--- config.mk ---
export PLATFORM = sky130hd
export DESIGN_NAME = mem_port_arbiter
export DESIGN_NICKNAME = d
export VERILOG_FILES = /design/src/rtl/mem_port_arbiter_pkg.sv /design/src/rtl/mem_port_arbiter.sv
export SDC_FILE = /design/constraint.sdc
export NUM_CORES = 1
export LEC_CHECK = 0
export ABC_CLOCK_PERIOD_IN_PS = 5000
export CAP_MARGIN = 20
export CORE_ASPECT_RATIO = 0.6
export CORE_MARGIN = 8
export CORE_UTILIZATION = 36
export CTS_BUF_LIST = sky130_fd_sc_hd__clkbuf_16
export CTS_CLUSTER_DIAMETER = 30
export CTS_CLUSTER_SIZE = 8
export DETAILED_ROUTE_END_ITERATION = 10
export PLACE_DENSITY = 0.79
export REMOVE_ABC_BUFFERS = 1
export SKIP_LAST_GASP = 1
export SLEW_MARGIN = 30
export SYNTH_ARGS = -nofsm -noshare
export SYNTH_HDL_FRONTEND = slang
export SYNTH_SLANG_ARGS = --single-unit
--- constraint.sdc ---
create_clock -name clk -period 5 [get_ports clk]
set_clock_uncertainty 0.1 [all_clocks]
set_input_delay 1.25 -clock clk [delete_from_list [all_inputs] [get_ports clk]]
set_output_delay 1.25 -clock clk [all_outputs]
set_load 0.1 [all_outputs]
--- src/rtl/mem_port_arbiter_pkg.sv ---
// Shared types and constants for the unified memory-bus arbiter (I-cache refill vs. LSU).
package mem_port_arbiter_pkg;

  localparam int ARB_XLEN         = 32;
  localparam int ICACHE_LINE_SIZE = 16;
  localparam int ARB_LINE_WORDS   = ICACHE_LINE_SIZE / 4;
  localparam int ARB_STARVE_LIMIT = 4;

  typedef enum logic [2:0] {
    IDLE    = 3'd0,
    D_REQ   = 3'd1,
    D_WAIT  = 3'd2,
    IC_REQ  = 3'd3,
    IC_WAIT = 3'd4
  } arb_state_e;

  typedef struct packed {
    logic                  we;
    logic [ARB_XLEN-1:0]   addr;
    logic [ARB_XLEN-1:0]   wdata;
    logic [ARB_XLEN/8-1:0] be;
  } mem_req_t;

endpackage

--- src/rtl/mem_port_arbiter.sv ---
// Single-outstanding arbiter between I-cache line refill bursts and LSU word accesses.
// Optional ARB_CRITICAL_WORD_FIRST_EN: refill starts at the missing word and wraps through the line.
module mem_port_arbiter
  import mem_port_arbiter_pkg::*;
#(
  parameter int XLEN         = ARB_XLEN,
  parameter int LINE_WORDS   = ARB_LINE_WORDS,
  parameter int STARVE_LIMIT = ARB_STARVE_LIMIT
) (
  input  logic                          clk,
  input  logic                          rst,
  input  logic                          ic_req_valid,
  input  logic [XLEN-1:0]               ic_req_addr,
  output logic                          ic_req_ready,
  output logic                          ic_rdata_valid,
  output logic [XLEN-1:0]               ic_rdata,
  output logic [$clog2(LINE_WORDS)-1:0] ic_rdata_idx,
  output logic                          ic_rdata_last,
  input  logic                          d_req_valid,
  input  logic                          d_req_we,
  input  logic [XLEN-1:0]               d_req_addr,
  input  logic [XLEN-1:0]               d_req_wdata,
  input  logic [XLEN/8-1:0]             d_req_be,
  output logic                          d_req_ready,
  output logic                          d_rsp_valid,
  output logic [XLEN-1:0]               d_rsp_rdata,
  output logic                          mem_req_valid,
  input  logic                          mem_req_ready,
  output logic                          mem_req_we,
  output logic [XLEN-1:0]               mem_req_addr,
  output logic [XLEN-1:0]               mem_req_wdata,
  output logic [XLEN/8-1:0]             mem_req_be,
  input  logic                          mem_rsp_valid,
  input  logic [XLEN-1:0]               mem_rsp_rdata,
  output logic                          busy,
  output logic [2:0]                    dbg_state
);

  // mem_req_t is sized by ARB_XLEN, so XLEN is expected to stay at that value.
  localparam int IDX_W = $clog2(LINE_WORDS);
  localparam int OFF_W = IDX_W + 2;
  localparam int SC_W  = $clog2(STARVE_LIMIT + 1);

  arb_state_e             state;
  mem_req_t               req_q;
  logic [XLEN-OFF_W-1:0]  line_base;
  logic [IDX_W-1:0]       word_ptr;
  logic [IDX_W-1:0]       beat_cnt;
  logic [SC_W-1:0]        starve_cnt;

  logic ic_force;
  logic grant_d;
  logic grant_ic;
  logic last_beat;
  logic in_d_req;
  logic in_ic_req;
  logic unused_addr_bits;

  // Valid/ready: a requester holds valid and its fields stable until ready pulses;
  // the transfer happens in that cycle. The bus side follows the same rule, and each
  // accepted bus request gets exactly one mem_rsp_valid later.
  assign ic_force  = ic_req_valid && (starve_cnt == SC_W'(STARVE_LIMIT));
  assign grant_d   = (state == IDLE) && d_req_valid && !ic_force;
  assign grant_ic  = (state == IDLE) && ic_req_valid && !grant_d;
  assign last_beat = (beat_cnt == IDX_W'(LINE_WORDS - 1));
  assign in_d_req  = (state == D_REQ);
  assign in_ic_req = (state == IC_REQ);

  assign unused_addr_bits = ^ic_req_addr[OFF_W-1:0];

  always_ff @(posedge clk or posedge rst) begin
    if (rst) begin
      state      <= IDLE;
      req_q      <= '0;
      line_base  <= '0;
      word_ptr   <= '0;
      beat_cnt   <= '0;
      starve_cnt <= '0;
    end else begin
      if (grant_ic || !ic_req_valid) begin
        starve_cnt <= '0;
      end else if (grant_d && (starve_cnt != SC_W'(STARVE_LIMIT))) begin
        starve_cnt <= starve_cnt + 1'b1;
      end

      case (state)
        IDLE: begin
          if (grant_d) begin
            req_q.we    <= d_req_we;
            req_q.addr  <= d_req_addr;
            req_q.wdata <= d_req_wdata;
            req_q.be    <= d_req_be;
            state       <= D_REQ;
          end else if (grant_ic) begin
            line_base <= ic_req_addr[XLEN-1:OFF_W];
`ifdef ARB_CRITICAL_WORD_FIRST_EN
            word_ptr  <= ic_req_addr[OFF_W-1:2];
`else
            word_ptr  <= '0;
`endif
            beat_cnt  <= '0;
            state     <= IC_REQ;
          end
        end
        D_REQ: begin
          if (mem_req_ready) state <= D_WAIT;
        end
        D_WAIT: begin
          if (mem_rsp_valid) state <= IDLE;
        end
        IC_REQ: begin
          if (mem_req_ready) state <= IC_WAIT;
        end
        IC_WAIT: begin
          if (mem_rsp_valid) begin
            if (last_beat) begin
              state <= IDLE;
            end else begin
              word_ptr <= (word_ptr == IDX_W'(LINE_WORDS - 1)) ? '0 : word_ptr + 1'b1;
              beat_cnt <= beat_cnt + 1'b1;
              state    <= IC_REQ;
            end
          end
        end
        default: state <= IDLE;
      endcase
    end
  end

  // Readies are gated by rst so nothing is accepted while reset is asserted.
  always_comb begin
    ic_req_ready   = grant_ic && !rst;
    d_req_ready    = grant_d && !rst;

    mem_req_valid  = in_d_req || in_ic_req;
    mem_req_we     = in_d_req && req_q.we;
    mem_req_addr   = '0;
    mem_req_wdata  = '0;
    mem_req_be     = '0;
    if (in_d_req) begin
      mem_req_addr  = req_q.addr;
      mem_req_wdata = req_q.wdata;
      mem_req_be    = req_q.be;
    end else if (in_ic_req) begin
      mem_req_addr  = {line_base, word_ptr, 2'b00};
      mem_req_be    = '1;
    end

    d_rsp_valid    = (state == D_WAIT) && mem_rsp_valid;
    d_rsp_rdata    = d_rsp_valid ? mem_rsp_rdata : '0;

    ic_rdata_valid = (state == IC_WAIT) && mem_rsp_valid;
    ic_rdata       = ic_rdata_valid ? mem_rsp_rdata : '0;
    ic_rdata_idx   = ic_rdata_valid ? word_ptr : '0;
    ic_rdata_last  = ic_rdata_valid && last_beat;

    busy           = (state != IDLE);
    dbg_state      = state;
  end

endmodule

==> flow_summary.rst, run 1 <==
.. list-table::
   :header-rows: 1

   * - Metric
     - Value
   * - Hold path depth
     - 1
   * - Area occupied by multi-input gates
     - 2541 um2
   * - Total of flip-flops plus latches after synthesis
     - 107
   * - Share of post-route cells with drive strength above 1
     - 37.31%
   * - Most frequent cells in the layout
     - sky130_fd_sc_hd__clkdlybuf4s50_1 (137), sky130_fd_sc_hd__dfrtp_1 (106), sky130_fd_sc_hd__buf_12 (105)
   * - Launch instance of the worst register-to-register path
     - starve_cnt[0]$_DFFE_PP0P_
   * - Post-layout net count
     - 868
   * - Die height
     - 110.6 um
   * - Number of routed nets with antenna violations
     - 0
   * - Data arrival at the endpoint of the critical path
     - roughly 2.9 ns
   * - Worst reg-to-reg path cell count
     - 6
   * - Hold endpoint
     - req_q[13]$_DFFE_PP0P_
   * - Global-route wire length before repair
     - 28.35 mm
   * - Required arrival time at the worst endpoint
     - about 3.7 ns
   * - Number of buffers added for setup after CTS
     - 0
   * - Proportion of synthesized chip area in sequential cells
     - 49.87%
   * - Hold path startpoint
     - req_q[13]$_DFFE_PP0P_
   * - Core occupancy in the finished layout
     - 65.83%
   * - Sinks on the clock net
     - 107
   * - Number of vias per cell
     - 4.712
   * - Timing-limited maximum frequency
     - 237.9 MHz
   * - Post-Route Hold Slack
     - roughly 0.4 ns
   * - Skew-Pair Late Insertion Delay
     - 0.33 ns
   * - Slew Viols, Final
     - 0
   * - Die X-Extent
     - 173.7 um
   * - Number of DRC markers in iteration 0
     - 234
   * - Static leakage
     - 4.116 nW
   * - Outcome
     - finished, final reports clean
   * - Drt wl/cell
     - 19.36 um
   * - MaxCap Viol Count
     - 0
   * - Tmin final
     - 4.203 ns
   * - Area growth syn-to-layout
     - 78.40%
   * - Period Utilization, post-route
     - between 80% and 90%
   * - Area of the die
     - 19210 um2
   * - Number of filler instances in the final layout
     - 1061
   * - Aggregate global-route resource usage
     - 18.52%
   * - Half-perimeter wire length after placement
     - 14.26 mm
   * - Count of antenna diodes in the layout
     - 0
   * - Worst Setup End Kind
     - output pin
   * - Worst min-delay path class
     - reg -> reg
   * - Area of the core
     - 14550 um2
   * - Fin area
     - 9578 um2
   * - Reg-to-reg setup timing slack
     - ~2.4 ns
   * - Post-synthesis cell type count
     - 33
   * - Synthesized cell area
     - ~5400 um2
   * - First-pass iteration count of the detailed router
     - 4
   * - Worst setup path startpoint
     - ic_req_valid
   * - Terminus of the critical flop-to-flop path
     - req_q[3]$_DFFE_PP0P_
   * - Starting density of the core
     - 36.90%
   * - Power per standard cell area
     - about 720 nW/um2
   * - Clk Tree Root Cell
     - sky130_fd_sc_hd__clkbuf_16
   * - Number of buffers added on ports
     - 279
   * - Count of cells resized by post-cts repair
     - 0
   * - Most common cell after layout, fill and taps aside
     - sky130_fd_sc_hd__clkdlybuf4s50_1
   * - Deepest level of the CTS H-tree
     - 3
   * - GPL Wtd Cong
     - 0.7632
   * - Via count of the first global-routing pass
     - 4709
   * - Count of non-filler cells in the finished layout
     - around 930
   * - Startpoint class of the critical path
     - input pin
   * - Clock edge transition at the registers on the reported setup and hold paths
     - roughly 0.070 ns
   * - Post-synthesis cell count
     - 460
   * - Relative slew slack
     - 32.71%
   * - Peak ir drop on the vdd network
     - 0.5875 mV
   * - Top-level I/O count
     - between 200 and 300
   * - Cts bufs inserted
     - 9
   * - Hold-fix buffers at CTS
     - 0
   * - DP Cell Count
     - 912
   * - Total routed wirelength
     - 17.95 mm
   * - Maximum count of clock buffers along a single path
     - 2
   * - CP Class
     - in -> out
   * - Vias after detailed routing
     - roughly 4400
   * - Final-report setup violation count
     - 0
   * - DR DRC count
     - 0
   * - Yosys warnings
     - 0
   * - Maximum number of pins on one net before global-route repair
     - 78
   * - CTS tree
     - yes
   * - Sequential cell area
     - about 2700 um2
   * - Standard cell area after detailed placement
     - 9300 um2
   * - Largest fanout of any net on the critical path
     - 19
   * - Global route overflow
     - 0
   * - Initial antenna violation count
     - 0
   * - Worst slew pin tran
     - 1.006 ns
   * - Setup repair after global routing missed its margin
     - false
   * - FP Rows
     - 34
   * - Mean instance size in the synthesized netlist
     - about 12 um2
   * - Number of endpoints with negative hold slack in the final report
     - 0
worst max path at each step:
stage                              to  slack [ns]  cells past startpoint
after detailed placement  d_req_ready        0.80                      5
after CTS                 d_req_ready        0.79                      5
after global placement    d_req_ready        0.80                      5
after global routing      d_req_ready        0.71                      5
final                     d_req_ready        0.80                      5
after floorplan           ic_rdata[0]       -3.58                      2
sequential cells by signal, summed over array words and instances (netlist names):
signal and flops:
line_base 28, req_q 69, beat_cnt 2, word_ptr 2
starve_cnt 3, dbg_state 3
stage by stage:
step	power, mW	setup slack, ns	setup TNS, ns
floorplan	4.872	-3.579	-159.82
global placement	6.157	0.7991	0
detailed placement	6.277	0.8044	0
CTS	6.951	0.7939	0
global route	7.188	0.7103	0
finish	6.887	0.7968	0
synthesized netlist by cell type, drive strengths merged:
library cell  count  share of area, %
dfrtp           107                50
and2            103                12
mux2             99                21
nor2             44               3.1
mux2i            30               5.6
buf              19               2.0
clkbuf           13              0.91
inv               7              0.49
nand2             7              0.49
a21oi             4              0.37
ha                4              0.93
a22o              3              0.49
nand3             2              0.19
nand4             2              0.23
nor3b             2              0.28
o22ai             2              0.23
a211oi            1              0.37
a311oi            1              0.16
and2b             1              0.14
and3              1              0.12
nand2b            1              0.12
nor3              1              0.30
nor4              1              0.12
nor4bb            1              0.19
o21a              1              0.14
o21ai             1             0.093
o32ai             1              0.16
xnor2             1              0.16
per-layer routing:
layer	wire length [um]	global-route usage (%)	up-vias
li1	-	-	2069
met1	7599	22.97	2171
met2	9286	32.66	116
met3	906	4.422	12
met4	157	3.233	0
met5	0	0	-
cells by family after synthesis:
| family | Yosys count | synth area share, % |
|---|---|---|
| simple gates | 166 | 17.29 |
| mux | 129 | 26.36 |
| flops | 107 | 49.87 |
| buf+inv | 39 | 3.356 |
| compound gates | 14 | 2.028 |
| fa+ha+maj | 4 | 0.9322 |
| xor+xnor | 1 | 0.1632 |
cell type report:
class	instances	share of cell area, %
clock buffers	9	2.351
clock inverters	6	0.5095
flip-flops and latches	107	27.97
multi-input cells	314	26.53
inverters	7	0.3005
well taps	198	2.587
repair buffers	286	39.75
worst max-delay path: stages:
cell and delay, ns:
sky130_fd_sc_hd__clkdlybuf4s50_1 0.47, sky130_fd_sc_hd__nand3_1 0.28, sky130_fd_sc_hd__nand3_4 0.34, sky130_fd_sc_hd__nor2_1 0.29
sky130_fd_sc_hd__buf_12 0.21
power breakdown:
part           switching, mW  leakage, nW  internal [mW]
registers              0.267         1.28           1.29
logic                   3.13         2.71           1.53
clock network          0.322        0.130          0.342
total                   3.72         4.12           3.16
Power figures use the tool's default switching activity.
==> run 2: changes to the inputs <==
- ABC_CLOCK_PERIOD_IN_PS: 5000 -> 3600
- clock period: 5 -> 3.6 ns (I/O delays scaled with it)
==> run 2 against run 1 <==
Net effect: first-iteration DRC count up 8.5%; critical path depth unchanged; sequential share of layout area decreased by 0.59 points; wire length rose by 1.7%; non-clock buffer count increased by 4; power grew 43%; critical path type unchanged.
==> flow_summary.rst, run 2 (synthesized netlist as in run 1, its figures left out) <==
.. list-table::
   :header-rows: 1

   * - Metric
     - Value
   * - MaxCap Viol Count
     - 0 (unchanged)
   * - Count of cells resized by post-cts repair
     - 0 (unchanged)
   * - Deepest level of the CTS H-tree
     - 3 (unchanged)
   * - Die X-Extent
     - 173.7 um (unchanged)
   * - Part of the power in the clock network
     - 10.4% (+0.8 points)
   * - Slew Viols, Final
     - 0 (unchanged)
   * - Max reg flops
     - 69 (unchanged)
   * - Data arrival at the endpoint of the critical path
     - 2.36 ns (-0.49 ns)
   * - Period Utilization, post-route
     - 93.37%
   * - Required arrival time at the worst endpoint
     - 2.60 ns (-1.05 ns)
   * - Most common cell after layout, fill and taps aside
     - sky130_fd_sc_hd__clkdlybuf4s50_1
   * - Die height
     - 110.6 um (unchanged)
   * - Most frequent cells in the layout
     - sky130_fd_sc_hd__clkdlybuf4s50_1 (134), sky130_fd_sc_hd__buf_12 (117), sky130_fd_sc_hd__dfrtp_1 (106)
   * - Static leakage
     - 4.202 nW (+2.1%)
   * - Worst min-delay path class
     - reg -> reg
   * - Number of buffers added for setup after CTS
     - 0 (unchanged)
   * - Initial antenna violation count
     - 0 (unchanged)
   * - Half-perimeter wire length after placement
     - 14.40 mm (+0.94%)
   * - Internal Dissipation
     - 4.625 mW (+46%)
   * - Drt wl/cell
     - 19.60 um (+1.2%)
   * - Comb pwr share
     - 67.9% (+0.2 points)
   * - Maximum count of clock buffers along a single path
     - 2 (unchanged)
   * - Registers with the highest flip-flop counts
     - req_q: 69 flops, line_base: 28 flops
   * - Top register by number of flip-flops
     - req_q
   * - Count of antenna diodes in the layout
     - 0 (unchanged)
   * - First-pass iteration count of the detailed router
     - 4 (unchanged)
   * - Hold-fix buffers at CTS
     - 0 (unchanged)
   * - Worst-path cell chain
     - clkdlybuf4s50_1 > nor4bb_4 > buf_12 > and2_1 > buf_12
   * - Number of endpoints with negative hold slack in the final report
     - 0 (unchanged)
   * - GPL Wtd Cong
     - 0.7736 (+1.4%)
   * - Switching power of the nets
     - 5.220 mW (+40%)
   * - Number of buffers added on ports
     - 279 (unchanged)
   * - Largest fanout of any net on the critical path
     - 37 (+18)
   * - Vias after detailed routing
     - 4401 (+0.76%)
   * - Skew-Pair Late Insertion Delay
     - 0.34 ns (about the same)
   * - Relative slew slack
     - 57.85% (+25 points)
   * - Maximum number of pins on one net before global-route repair
     - 70 (-10%)
   * - CP Class
     - in -> out
   * - Outcome
     - finished, final reports clean
   * - Via count of the first global-routing pass
     - 4838 (+2.7%)
   * - Area of the die
     - 19210 um2 (unchanged)
   * - Cts bufs inserted
     - 9 (unchanged)
   * - Standard cell with the maximum stage delay on the critical path
     - sky130_fd_sc_hd__clkdlybuf4s50_1
   * - Setup repair after global routing missed its margin
     - false
   * - Longest individual stage delay on the worst path
     - 0.53 ns (+0.06 ns)
   * - FP Rows
     - 34 (unchanged)
   * - Fin area
     - 9783 um2 (+2.1%)
   * - Seq pwr share
     - 21.7% (-0.9 points)
   * - Aggregate global-route resource usage
     - 18.53% (about the same)
   * - Area growth syn-to-layout
     - 82.22%
   * - Startpoint class of the critical path
     - input pin
   * - DR DRC count
     - 0 (unchanged)
   * - Number of vias per cell
     - 4.722 (+0.21%)
   * - Total routed wirelength
     - 18.26 mm (+1.7%)
   * - Worst Setup End Kind
     - output pin
   * - Number of DRC markers in iteration 0
     - 254 (+8.5%)
   * - Reg-to-reg setup timing slack
     - 1.27 ns (-1.09 ns)
   * - Sinks on the clock net
     - 107 (unchanged)
   * - Area of the core
     - 14550 um2 (unchanged)
   * - Timing-limited maximum frequency
     - 297.5 MHz
   * - Top-level I/O count
     - 284 (unchanged)
   * - Standard cell area after detailed placement
     - 9473 um2 (+1.9%)
   * - Post-layout net count
     - 872 (+0.46%)
   * - Share of post-route cells with drive strength above 1
     - 38.15% (+0.84 points)
   * - Power per standard cell area
     - 1006 nW/um2 (+40%)
   * - Pwr Total
     - 9.845 mW (+43%)
   * - Clock edge transition at the registers on the reported setup and hold paths
     - 0.07 ns (about the same)
   * - CTS tree
     - yes
   * - Number of routed nets with antenna violations
     - 0 (unchanged)
   * - Global route overflow
     - 0 (unchanged)
   * - Peak ir drop on the vdd network
     - 0.9181 mV (+56%)
   * - Global-route wire length before repair
     - 28.41 mm (+0.22%)
   * - Starting density of the core
     - 36.90% (unchanged)
   * - Tmin final
     - 3.361 ns
   * - Final-report setup violation count
     - 0 (unchanged)
   * - Clk Tree Root Cell
     - sky130_fd_sc_hd__clkbuf_16
   * - Worst slew pin tran
     - 0.6322 ns (-0.3740 ns)
   * - Most prevalent standard cell on the critical path
     - sky130_fd_sc_hd__buf_12
   * - Sw Share
     - 53.02% (-1.0 points)
==> run 2: cell types whose count changed in the layout (fill, tap and decap cells not counted) <==
cell,previous run,this run
sky130_fd_sc_hd__buf_12,105,117
sky130_fd_sc_hd__clkinv_4,0,1
sky130_fd_sc_hd__inv_6,2,3
sky130_fd_sc_hd__buf_4,43,38
sky130_fd_sc_hd__clkinvlp_4,2,0
sky130_fd_sc_hd__clkdlybuf4s50_1,137,134
sky130_fd_sc_hd__bufinv_16,0,1
==> run 2: final cells by class <==
| type | instances | area [um2] |
|---|---|---|
| Multi-Input combinational cell | 314 | 2541 |
| Timing Repair Buffer | 290 | 3980 |
| Inverter | 7 | 28.78 |
| Sequential cell | 107 | 2679 |
| Fill cell | 1035 | 4766 |
| Clock buffer | 9 | 225.2 |
| Tap cell | 198 | 247.7 |
| Clock inverter | 7 | 81.33 |
==> run 2: metal layers <==
layer	vias up	GRT usage (%)	share of wire, %	routed length [um]
met3	18	4.456	4.4	803
met2	126	31.98	51	9231
met5	-	0	0	0
met4	0	3.857	1.4	251
li1	2075	-	-	-
met1	2182	23.28	44	7976
==> run 2: path summary, 6_finish.rpt <==
kind                                            end  cells after the start                      from
max                                     ic_rdata[6]                      5             mem_rsp_valid
min                           req_q[68]$_DFFE_PP0P_                      1     req_q[68]$_DFFE_PP0P_
max reg2reg                line_base[3]$_DFFE_PP0P_                      5  dbg_state[0]$_DFFE_PP0P_
min reg2reg                   req_q[68]$_DFFE_PP0P_                      1     req_q[68]$_DFFE_PP0P_
max in group asynchronous  dbg_state[1]$_DFFE_PP0P_                      4                       rst
min in group asynchronous     req_q[26]$_DFFE_PP0P_                      3                       rst
==> run 2: power groups by stage <==
stage	clock network, mW	logic [mW]	registers [mW]
3_3_place_gp	0	6.63	2.11
4_1_cts	1.05	6.74	2.14
5_1_grt	1.10	6.93	2.22
6_report	1.02	6.68	2.14
2_1_floorplan	0	4.57	2.20
3_5_place_dp	0	6.73	2.17
==> run 2: through the flow <==
stage / std cells / hold slack [ns] / setup WS [ns] / TNS (ns) / utilization [%]
after floorplan: 428 / 0.3699 / -4.629 / -403.94 / -
after global placement: 916 / 0.3784 / 0.3078 / 0 / 65.11
after detailed placement: 916 / 0.3856 / 0.2297 / 0 / 65.11
after CTS: 932 / 0.4026 / 0.2272 / 0 / 67.22
after global routing: 932 / 0.4090 / 0.1888 / 0 / 67.24
final: 932 / 0.4009 / 0.2387 / 0 / 67.24
==> run 2: worst max-delay path: cells and delay by family <==
family	cells	cell delay [ns]
and+or+nand+nor	2	0.50
buffers and inverters	3	0.94
